==> src/rtl/stop_watch_ctrl.sv <==
// Stopwatch control FSM: turns button levels into run/pause/lap/clear control,
// generates the counter tick and clear pulse, and muxes live vs. lap display digits.
module stop_watch_ctrl #(
  parameter int unsigned TICK_DIV = 10,
  parameter int unsigned CNT_W    = 4
) (
  input  logic       clock,
  input  logic       reset,
  input  logic       start_stop,
  input  logic       lap,
  input  logic       clear,
  input  logic [3:0] cnt_d0,
  input  logic [3:0] cnt_d1,
  input  logic [3:0] cnt_d2,
  input  logic [3:0] cnt_d3,
  output logic       cnt_en,
  output logic       cnt_clr,
  output logic [3:0] disp_d0,
  output logic [3:0] disp_d1,
  output logic [3:0] disp_d2,
  output logic [3:0] disp_d3,
  output logic       running,
  output logic       lap_active
);

  typedef enum logic [1:0] {
    IDLE    = 2'd0,
    RUN     = 2'd1,
    LAP_RUN = 2'd2,
    PAUSE   = 2'd3
  } state_t;

  localparam logic [CNT_W-1:0] TICK_MAX = CNT_W'(TICK_DIV - 1);

  state_t           state, state_nxt;
  logic [CNT_W-1:0] presc, presc_nxt;
  logic             clr_nxt;
  logic             lap_cap;
  logic             ss_prev, lap_prev, clr_prev;
  logic             ss_press, lap_press, clr_press;
  logic [3:0]       lap_d0, lap_d1, lap_d2, lap_d3;
  logic             counting;

  // Edge registers reset high so a button held through reset release is not a press.
  always_ff @(posedge clock or posedge reset) begin
    if (reset) begin
      ss_prev  <= 1'b1;
      lap_prev <= 1'b1;
      clr_prev <= 1'b1;
    end else begin
      ss_prev  <= start_stop;
      lap_prev <= lap;
      clr_prev <= clear;
    end
  end

  assign ss_press  = start_stop & ~ss_prev;
  assign lap_press = lap & ~lap_prev;
  assign clr_press = clear & ~clr_prev;

  assign counting   = (state == RUN) || (state == LAP_RUN);
  assign running    = counting;
  assign lap_active = (state == LAP_RUN);
  assign cnt_en     = counting && (presc == TICK_MAX);

  always_comb begin
    state_nxt = state;
    clr_nxt   = 1'b0;
    lap_cap   = 1'b0;
    presc_nxt = presc;
    if (counting) begin
      presc_nxt = (presc == TICK_MAX) ? '0 : presc + 1'b1;
    end
    unique case (state)
      IDLE: begin
        if (ss_press) begin
          state_nxt = RUN;
        end else if (clr_press) begin
          clr_nxt = 1'b1;
        end
      end
      RUN: begin
        if (ss_press) begin
          state_nxt = PAUSE;
        end else if (lap_press) begin
          state_nxt = LAP_RUN;
          lap_cap   = 1'b1;
        end
      end
      LAP_RUN: begin
        if (ss_press) begin
          state_nxt = PAUSE;
        end else if (lap_press) begin
          state_nxt = RUN;
        end
      end
      PAUSE: begin
        if (clr_press) begin
          state_nxt = IDLE;
          clr_nxt   = 1'b1;
          presc_nxt = '0;
        end else if (ss_press) begin
          state_nxt = RUN;
        end
      end
      default: state_nxt = IDLE;
    endcase
  end

  always_ff @(posedge clock or posedge reset) begin
    if (reset) begin
      state   <= IDLE;
      presc   <= '0;
      cnt_clr <= 1'b0;
    end else begin
      state   <= state_nxt;
      presc   <= presc_nxt;
      cnt_clr <= clr_nxt;
    end
  end

  // Lap capture survives clear; only reset or the next capture changes it.
  always_ff @(posedge clock or posedge reset) begin
    if (reset) begin
      lap_d0 <= '0;
      lap_d1 <= '0;
      lap_d2 <= '0;
      lap_d3 <= '0;
    end else if (lap_cap) begin
      lap_d0 <= cnt_d0;
      lap_d1 <= cnt_d1;
      lap_d2 <= cnt_d2;
      lap_d3 <= cnt_d3;
    end
  end

  assign disp_d0 = lap_active ? lap_d0 : cnt_d0;
  assign disp_d1 = lap_active ? lap_d1 : cnt_d1;
  assign disp_d2 = lap_active ? lap_d2 : cnt_d2;
  assign disp_d3 = lap_active ? lap_d3 : cnt_d3;

endmodule

==> config.mk <==
export PLATFORM = sky130hd
export DESIGN_NAME = stop_watch_ctrl
export DESIGN_NICKNAME = d
export VERILOG_FILES = /design/src/rtl/stop_watch_ctrl.sv
export SDC_FILE = /design/constraint.sdc
export NUM_CORES = 1
export LEC_CHECK = 0
export BUFFER_PORTS_ARGS = -buffer_cell sky130_fd_sc_hd__buf_2
export CAP_MARGIN = 0
export CORE_MARGIN = 2
export CORE_UTILIZATION = 50
export CTS_CLUSTER_DIAMETER = 60
export DETAILED_ROUTE_END_ITERATION = 8
export PLACE_DENSITY = 0.77
export SYNTH_ARGS = -nofsm -noshare
export SYNTH_HDL_FRONTEND = slang
export SYNTH_SLANG_ARGS = --single-unit
==> constraint.sdc <==
create_clock -name clock -period 2.7 [get_ports clock]
set_input_delay 0.135 -clock clock [delete_from_list [all_inputs] [get_ports clock]]
set_output_delay 0.135 -clock clock [all_outputs]
set_load 0.01 [all_outputs]
==> flow_summary.yaml, run 1 <==
cts:
  cts_root_buffer: "sky130_fd_sc_hd__clkbuf_4"
  cts_buffer_depth: 2
  latest_clock_arrival_within_the_worst_skew_pair_ns: 0.31
  cts_max_level: 1
  clock_sinks: 26
  clkTransAtPathRegs_ns: 0.13
  ctsResizeCount: 0
  cts_buffers: 3
  tritoncts: "yes"
yosys:
  synth_enable_flop_cells: 0
  yosysSeqAreaShare_pct: 46.4
  synth_area_um2: 1410
  synth.net_count: 132
  synthCells: 106
  postSynthAreaPerCell_um2: 13.3
  synth.top_cells.by_area: "sky130_fd_sc_hd__dfrtp_1 (41%), sky130_fd_sc_hd__mux2_2 (18%), sky130_fd_sc_hd__mux2_4 (11%)"
  yosysWarnings: 0
  synth_top_cell_area_share_pct: 40.8
  ys_ff_latch: 26
  synth_async_sr_flop_share_pct: 100
  post_synth_num_cell_types: 31
  postSynth.topFlopCell: "sky130_fd_sc_hd__dfrtp_1"
  synth_top_area_cell: "sky130_fd_sc_hd__dfrtp_1"
grt:
  wire_length_of_the_first_global_routing_pass_um: 4560
  grt_pass1_vias: 1002
  grt.overflow.total: 0
  grt_util_all_layers_pct: 17.7
  number_of_antenna_violations_at_the_first_check_in_global_routing: 0
  grt_start_max_net_pins: 27
placement:
  dp_cells: 175
  routability_congestion_estimate_from_global_placement: 0.812
  place_worst_setup_slack_ns: 0.665
  port_buffers: 40
  post_dp_cell_area_um2: 1630
  detailed_place_hpwl_um: 1940
worst_setup_path:
  worst_ep_required_time_ns: 2.57
  critical_path_cell_sequence: "inv_1, ha_1, mux2_2, buf_2"
  path_depth: 4
  timing.critical_path.slowest_cell_delay_ns: 0.74
  worstPathArrival_ns: 2.18
  reg2regPathDepth: 5
  critPathTopFamily: "adder cells"
  setup.worst_path.start_class: "flop"
  crit_path_buffers_inverters: 2
  cell_with_the_largest_stage_delay_on_the_worst_path: "sky130_fd_sc_hd__ha_1"
  critical_path.max_fanout: 21
  cp-end-kind: "output port"
  setup.worst_path.class: "reg2out"
outcome:
  status: "complete, no violations"
route:
  total_vias_in_the_final_route: 993
  first_pass_iteration_count_of_the_detailed_router: 4
  met1_length_um: 1070
  route.antenna.remaining_nets: 0
  total_routed_length_um: 2610
  met2_routed_wl_um: 1390
  drt_iter0_drc: 22
  total_drc_errors_in_the_routed_layout: 0
  routed-wl-met3_um: 143
  avgRoutedWirePerCell_um: 14.4
  routed_via_density: 5.46
  top_signal_layer_used: "met4"
sta:
  fin_tns_setup_ns: 0
  timing_worst_slew_pin_value_ns: 0.954
  timing_limited_maximum_frequency_ghz: 0.432
  grt_setup_unrepaired: "no"
  drv_slew: 0
  timing.final.ws_setup_ns: 0.387
  min_period_over_period_pct: 85.7
  hold_viol_final: 0
  worst_case_clock_skew_ns: 0.00288
  final.min_clock_period_ns: 2.31
  setup_viol_count_final: 0
  slew_headroom_pct: 36.3
final_layout:
  drive_above_1_share_pct: 55.6
  syn2layout_area_growth_pct: 19.3
  layout_cell_area_excl_fill_um2: 1680
  commonest_non_fill_non_tap_cells_in_the_layout: "sky130_fd_sc_hd__buf_2 (40), sky130_fd_sc_hd__dfrtp_1 (23), sky130_fd_sc_hd__mux2_2 (22)"
  num_antenna_cells: 0
  instances_no_fill: 182
  final_nets: 178
  most_common_library_cell_in_the_layout_ignoring_fill_and_taps: "sky130_fd_sc_hd__buf_2"
min_path:
  path_category_of_the_worst_min_delay_check: "in2async"
power_and_ir_drop:
  part_of_the_total_power_dissipated_in_combinational_logic_pct: 49.6
  leakage_power_uw: 0.000793
  power.share.switching_pct: 35.3
  p_int_uw: 1080
  ir_worst_vdd_uv: 642
  power.sequential.fraction_pct: 40.4
  power_density_nw_per_um2: 990
  p_clk_share_pct: 10.0
  total_switching_power_uw: 588
floorplan:
  die_height_um: 57.1
  design.die.area_um2: 3260
  rows: 19
  placeableCoreArea_um2: 2710
  die-width_um: 57.1
  pin_count: 41
  floorplan.initialDensity_pct: 52.0
flow_run:
  drv.max_cap_violation_count: 0
-- metal layers --
| metal | track usage (%) | vias to the layer above |
|---|---|---|
| met1 | 23.0 | 495 |
| met3 | 4.08 | 2 |
| li1 | - | 464 |
| met4 | 2.99 | 0 |
| met2 | 30.9 | 32 |
| met5 | 0 | - |
-- metrics by stage --
step	total power, uW	hold slack, ns	util [%]
6_report	1670	0.0113	62.1
5_1_grt	1800	0.0318	62.1
4_1_cts	1680	0.0406	62.1
3_5_place_dp	1510	0.253	60.0
3_3_place_gp	1460	0.251	60.0
2_1_floorplan	1290	0.139	-
-- worst paths after layout --
kind / from / end / slack (ns)
worst max-delay path: state[0] / disp_d1[2] / 0.39
worst min-delay path: reset / lap_d3[2] / 0.01
worst max register to register: state[1] / lap_d1[3] / 0.65
worst min register to register: lap_d2[2] / lap_d2[2] / 0.52
max in group asynchronous: reset / presc[0] / 2.12
min in group clock: cnt_d3[3] / lap_d3[3] / 0.05
-- worst register-to-register path, cell delays in order, from the launching register on --
cell,delay (ns)
sky130_fd_sc_hd__dfrtp_1,0.43
sky130_fd_sc_hd__inv_1,0.12
sky130_fd_sc_hd__ha_1,0.28
sky130_fd_sc_hd__nor3b_4,0.50
sky130_fd_sc_hd__buf_4,0.30
sky130_fd_sc_hd__mux2_4,0.32
-- cells in the mapped netlist (2+ instances only) --
cell type,n
sky130_fd_sc_hd__o21ai_0,2
sky130_fd_sc_hd__nor2b_1,2
sky130_fd_sc_hd__ha_1,5
sky130_fd_sc_hd__buf_2,2
sky130_fd_sc_hd__nor3b_1,2
sky130_fd_sc_hd__inv_1,4
sky130_fd_sc_hd__mux2_4,10
sky130_fd_sc_hd__a211oi_1,3
sky130_fd_sc_hd__nor2_1,4
sky130_fd_sc_hd__dfrtp_1,23
sky130_fd_sc_hd__nand2_1,4
sky130_fd_sc_hd__a21oi_1,3
sky130_fd_sc_hd__dfstp_2,3
sky130_fd_sc_hd__mux2_2,22
-- flip-flops by register name, indices dropped and copies added (netlist names) --
signal / flops
presc: 4
lap_prev: 1
clr_prev: 1
ss_prev: 1
lap_d3: 4
lap_d1: 4
lap_d2: 4
lap_d0: 4
cnt_clr: 1
state: 2
-- timing repair --
item                      CTS  global route
hold endpoints to repair    3             0
hold buffers                3             0
setup buffers               0             0
-- cells by family after synthesis --
| group | synth area share (%) |
|---|---|
| compound gates | 5.77 |
| flops | 46.4 |
| buf+inv | 3.19 |
| xor+xnor | 1.24 |
| mux | 28.2 |
| simple gates | 10.7 |
| fa+ha+maj | 4.44 |
-- area by class of cell --
cell class                      count  area, um2
Clock buffer                        4       26.3
Multi-Input combinational cell     73        711
Inverter                            4       15.0
Tap cell                           31       38.8
Sequential cell                    26        654
Timing Repair Buffer               44        238
Fill cell                         221       1030
-- power groups by stage --
stage                     clock, uW  combinational, uW  sequential, uW
after CTS                       173                836             672
final                           166                827             673
after floorplan                   0                643             645
after detailed placement          0                830             675
after global placement            0                797             668
after global routing            188                915             698
Power figures use the tool's default switching activity.
==> inputs of run 2 (changes only) <==
Settings changed: CELL_PAD_IN_SITES_DETAIL_PLACEMENT from default to 2, CELL_PAD_IN_SITES_GLOBAL_PLACEMENT from default to 2, CORE_UTILIZATION 50 to 36, PLACE_DENSITY 0.77 to default, PLACE_DENSITY_LB_ADDON from default to 0.1, TNS_END_PERCENT from default to 5.
==> flow_summary.yaml, run 2 (synthesis results as in run 1) <==
worst_setup_path:
  worst_ep_required_time_ns: 2.57
  crit_path_buffers_inverters: 2
  critPathTopFamily: "adder cells"
  worstPathArrival_ns: 2.17
  timing.critical_path.slowest_cell_delay_ns: 0.78
  reg2reg_to: "state[0]"
  setup.worst_path.class: "reg2out"
  cell_with_the_largest_stage_delay_on_the_worst_path: "sky130_fd_sc_hd__ha_1"
  path_depth: 4
  r2r-start: "state[0]"
  critical_path_cell_sequence: "inv_1, ha_1, mux2_2, buf_2"
  cp-end-kind: "output port"
  critical_path.max_fanout: 21
  reg2reg_slack_ns: 0.67
  setup.worst_path.start_class: "flop"
  reg2regPathDepth: 5
grt:
  wire_length_of_the_first_global_routing_pass_um: 5660
  grt_pass1_vias: 1141
  grt.overflow.total: 0
  grt_start_max_net_pins: 27
  grt_util_all_layers_pct: 17.3
  number_of_antenna_violations_at_the_first_check_in_global_routing: 0
cts:
  cts_max_level: 1
  cts_root_buffer: "sky130_fd_sc_hd__clkbuf_8"
  tritoncts: "yes"
  clock_sinks: 26
  clkTransAtPathRegs_ns: 0.09
  cts_buffer_depth: 2
  latest_clock_arrival_within_the_worst_skew_pair_ns: 0.27
  cts_buffers: 3
sta:
  hold_viol_final: 0
  timing_worst_slew_pin_value_ns: 1.01
  fin_tns_setup_ns: 0
  timing_limited_maximum_frequency_ghz: 0.434
  final.min_clock_period_ns: 2.31
  grt_setup_unrepaired: "no"
  drv_slew: 0
  timing.hold.ws_ns: 0.0915
  worst_case_clock_skew_ns: 0.00379
  min_period_over_period_pct: 85.4
  slew_headroom_pct: 32.9
  setup_viol_count_final: 0
power_and_ir_drop:
  leakage_power_uw: 0.000800
  ir_worst_vdd_uv: 357
  power_density_nw_per_um2: 1020
placement:
  routability_congestion_estimate_from_global_placement: 0.693
  post_dp_cell_area_um2: 1650
  detailed_place_hpwl_um: 2350
  port_buffers: 40
floorplan:
  rows: 22
  floorplan.initialDensity_pct: 37.9
  die_height_um: 66.6
  placeableCoreArea_um2: 3720
  design.die.area_um2: 4430
  die-width_um: 66.6
  pin_count: 41
final_layout:
  layout_cell_area_excl_fill_um2: 1720
  final_nets: 178
  commonest_non_fill_non_tap_cells_in_the_layout: "sky130_fd_sc_hd__buf_2 (40), sky130_fd_sc_hd__dfrtp_1 (23), sky130_fd_sc_hd__mux2_2 (22)"
  most_common_library_cell_in_the_layout_ignoring_fill_and_taps: "sky130_fd_sc_hd__buf_2"
  drive_above_1_share_pct: 55.6
  num_antenna_cells: 0
  syn2layout_area_growth_pct: 22.2
route:
  total_vias_in_the_final_route: 997
  first_pass_iteration_count_of_the_detailed_router: 3
  drt_iter0_drc: 18
  routed_via_density: 5.01
  total_drc_errors_in_the_routed_layout: 0
  route.antenna.remaining_nets: 0
  avgRoutedWirePerCell_um: 16.6
  total_routed_length_um: 3300
flow_run:
  drv.max_cap_violation_count: 0
min_path:
  path_category_of_the_worst_min_delay_check: "in2async"
outcome:
  status: "complete, no violations"
[run 2: repair_timing]
item	CTS	global route
hold endpoints to repair	3	0
gates resized for setup	0	0
buffers inserted	0	0
hold buffers	3	0
[run 2: worst register-to-register path: cells and delay by family (launching register included)]
family / cells / cell delay (ns)
simple gates: 1 / 0.45
compound gates: 2 / 0.44
fa+ha+maj: 1 / 0.52
buf+inv: 1 / 0.10
flops: 1 / 0.40
[run 2: layout make-up]
type	count	area (um2)
Fill cell	401	1990
Inverter	4	15.0
Multi-Input combinational cell	73	711
Timing Repair Buffer	44	238
Sequential cell	26	654
Tap cell	48	60.1
Clock buffer	4	45.0
[run 2: worst max path at each step]
| stage | start | endpoint | slack, ns |
|---|---|---|---|
| 3_5_place_dp | state[0] | state[1] | 0.69 |
| 5_1_grt | state[0] | disp_d1[3] | 0.26 |
| 2_1_floorplan | state[1] | lap_d0[0] | 1.02 |
| 6_report | state[0] | disp_d1[3] | 0.39 |
| 3_3_place_gp | state[0] | disp_d1[3] | 0.76 |
| 4_1_cts | state[0] | disp_d1[3] | 0.36 |
[run 2: power breakdown]
part           switching, uW  leakage, uW  internal [uW]
registers                116     0.000312            563
logic                    387     0.000466            459
clock network            128    0.0000228            106
total                    631     0.000800           1130
[run 2: per-stage QoR]
stage / std cells / total power, uW / worst slack (ns) / utilization (%)
after floorplan: 106 / 1290 / 1.02 / -
after global placement: 192 / 1480 / 0.761 / 44.3
after detailed placement: 192 / 1530 / 0.692 / 44.3
after CTS: 199 / 1790 / 0.364 / 46.4
after global routing: 199 / 1910 / 0.255 / 46.4
final: 199 / 1760 / 0.394 / 46.4
[run 2: metal layers]
layer | GRT usage (%) | vias to the layer above | wire, um
met2 | 30.0 | 21 | 1790
met5 | 0 | - | 0
met4 | 6.89 | 0 | 55
met1 | 21.6 | 508 | 1360
li1 | - | 463 | -
met3 | 2.36 | 5 | 94
==> inputs of run 3 (changes only) <==
Settings changed: ABC_AREA from default to 1, CORE_UTILIZATION 36 to 31.
==> flow_summary.yaml, run 3 <==
outcome:
  status: "complete, no violations"
worst_setup_path:
  cp-end-kind: "output port"
  critical_path.max_fanout: 4
  setup.worst_path.class: "reg2out"
  worstPathArrival_ns: 1.73
  worst_ep_required_time_ns: 2.57
  setup.worst_path.start_class: "flop"
power_and_ir_drop:
  power_density_nw_per_um2: 977
  leakage_power_uw: 0.000952
  ir_worst_vdd_uv: 371
yosys:
  synth_area_um2: 1440
  synth_enable_flop_cells: 0
  postSynth.topFlopCell: "sky130_fd_sc_hd__dfrtp_1"
  postSynthAreaPerCell_um2: 8.14
  post_synth_num_cell_types: 21
  synth.net_count: 203
  ys_ff_latch: 26
  yosysWarnings: 0
  dominant_cell_by_count_in_the_synthesized_netlist: "sky130_fd_sc_hd__nand2_1"
  synth.top_cells.by_area: "sky130_fd_sc_hd__dfrtp_1 (40%), sky130_fd_sc_hd__nand2_1 (14%), sky130_fd_sc_hd__o21ai_2 (9.7%)"
  synthCells: 177
  synth_async_sr_flop_share_pct: 100
  synthTopCellsByCount: "sky130_fd_sc_hd__nand2_1 (52), sky130_fd_sc_hd__inv_1 (30), sky130_fd_sc_hd__dfrtp_1 (23), sky130_fd_sc_hd__o21ai_0 (16), sky130_fd_sc_hd__o21ai_2 (16)"
  synth_top_area_cell: "sky130_fd_sc_hd__dfrtp_1"
  synth_top_cell_area_share_pct: 40.0
  yosysSeqAreaShare_pct: 45.4
route:
  drt_iter0_drc: 48
  total_vias_in_the_final_route: 1290
  routed_via_density: 4.78
  route.antenna.remaining_nets: 0
  total_drc_errors_in_the_routed_layout: 0
  avgRoutedWirePerCell_um: 13.9
  first_pass_iteration_count_of_the_detailed_router: 4
  total_routed_length_um: 3740
sta:
  timing_limited_maximum_frequency_ghz: 0.536
  worst_case_clock_skew_ns: 0.00215
  slew_headroom_pct: 28.8
  final.min_clock_period_ns: 1.86
  fin_tns_setup_ns: 0
  drv_slew: 0
  timing_worst_slew_pin_value_ns: 1.07
  setup_viol_count_final: 0
  min_period_over_period_pct: 69.0
  hold_viol_final: 0
  grt_setup_unrepaired: "no"
cts:
  tritoncts: "yes"
  cts_buffer_depth: 2
  cts_root_buffer: "sky130_fd_sc_hd__clkbuf_8"
  clock_sinks: 26
  cts_max_level: 1
  cts_buffers: 3
  clkTransAtPathRegs_ns: 0.09
  latest_clock_arrival_within_the_worst_skew_pair_ns: 0.27
  ctsResizeCount: 0
final_layout:
  area.sequential_um2: 654
  final.fill_count: 547
  instances_no_fill: 270
  multiInputGateArea_um2: 616
  final_nets: 245
  num_antenna_cells: 0
  drive_above_1_share_pct: 30.7
  syn2layout_area_growth_pct: 21.1
  commonest_non_fill_non_tap_cells_in_the_layout: "sky130_fd_sc_hd__nand2_1 (52), sky130_fd_sc_hd__buf_2 (40), sky130_fd_sc_hd__inv_1 (30)"
  most_common_library_cell_in_the_layout_ignoring_fill_and_taps: "sky130_fd_sc_hd__nand2_1"
grt:
  number_of_antenna_violations_at_the_first_check_in_global_routing: 0
  wire_length_of_the_first_global_routing_pass_um: 6450
  grt.overflow.total: 0
  grt_start_max_net_pins: 37
  grt_util_all_layers_pct: 15.8
  grt_pass1_vias: 1426
flow_run:
  drv.max_cap_violation_count: 0
placement:
  detailed_place_hpwl_um: 2870
  dp_cells: 263
  port_buffers: 40
  routability_congestion_estimate_from_global_placement: 0.791
floorplan:
  rows: 24
  die-width_um: 72.2
  die_height_um: 72.2
  design.die.area_um2: 5210
  floorplan.initialDensity_pct: 32.6
  pin_count: 41
  placeableCoreArea_um2: 4410
min_path:
  path_category_of_the_worst_min_delay_check: "in2async"
[run 3: cell types whose count changed in the layout (fill, tap and decap cells not counted), moves of 3 or more]
cell,delta
sky130_fd_sc_hd__mux2_2,-22
sky130_fd_sc_hd__nand2_1,+48
sky130_fd_sc_hd__a211oi_1,-3
sky130_fd_sc_hd__inv_1,+26
sky130_fd_sc_hd__nor2_1,+3
sky130_fd_sc_hd__nand3_1,+5
sky130_fd_sc_hd__o21ai_0,+14
sky130_fd_sc_hd__o21ai_2,+16
sky130_fd_sc_hd__mux2_4,-10
[run 3: critical path: stages (launching register included)]
cell	delay, ns
sky130_fd_sc_hd__dfrtp_1	0.43
sky130_fd_sc_hd__inv_1	0.10
sky130_fd_sc_hd__ha_1	0.36
sky130_fd_sc_hd__nand2_1	0.10
sky130_fd_sc_hd__or2_0	0.23
sky130_fd_sc_hd__nor2_1	0.09
sky130_fd_sc_hd__buf_2	0.13
[run 3: cells by family after synthesis]
kind of cell,synth area share [%]
flip-flops,45.4
adder cells (fa/ha/maj),4.34
AND/OR/NAND/NOR,20.9
buffers and inverters,11.8
AO/OA/AOI/OAI,17.5
[run 3: power breakdown]
| part | total (uW) | leakage, uW | switching, uW | internal [uW] |
|---|---|---|---|---|
| Combinational | 773 | 0.000607 | 473 | 300 |
| Sequential | 673 | 0.000317 | 111 | 562 |
| Clock | 259 | 0.0000288 | 128 | 131 |
| Total | 1700 | 0.000952 | 712 | 992 |
[run 3: final timing paths]
| check | startpoint | to | slack (ns) | depth (start not counted) |
|---|---|---|---|---|
| setup / recovery | state[0] | cnt_en | 0.84 | 6 |
| hold / removal | reset | presc[3] | 0.11 | 2 |
| setup reg to reg | state[1] | lap_d2[2] | 0.95 | 5 |
| hold reg to reg | lap_d0[2] | lap_d0[2] | 0.50 | 2 |
| max in group asynchronous | reset | lap_d2[1] | 1.95 | 2 |
| min in group clock | cnt_d1[2] | lap_d1[2] | 0.11 | 3 |
[run 3: layout make-up]
type                    instances  share of cell area (%)
repair buffers                 44                    13.6
clock buffers                   4                    3.16
inverters                      31                    6.67
multi-input cells             113                    35.3
well taps                      52                    3.73
flip-flops and latches         26                    37.5
[run 3: what timing repair did]
item,4_1_cts,5_1_grt
endpoints found under the setup margin,0,0
endpoints found under the hold margin,3,0
hold buffers,3,0
buffers inserted,0,0
[run 3: metrics by stage]
stage	total power, uW	hold slack [ns]	utilization (%)	worst slack [ns]	area (um2)
2_1_floorplan	1220	0.139	-	1.27	1440
3_3_place_gp	1400	0.263	37.6	1.08	1660
3_5_place_dp	1470	0.268	37.6	0.971	1660
4_1_cts	1750	0.107	39.5	0.819	1740
5_1_grt	1890	0.108	39.5	0.690	1740
6_report	1700	0.112	39.5	0.836	1740
[run 3: layer usage]
layer | vias up | GRT usage, % | part of all wire, %
met5 | - | 0 | 0
li1 | 627 | - | -
met1 | 633 | 19.0 | 42
met4 | 0 | 4.40 | 1.1
met2 | 26 | 29.4 | 53
met3 | 4 | 1.81 | 3.2
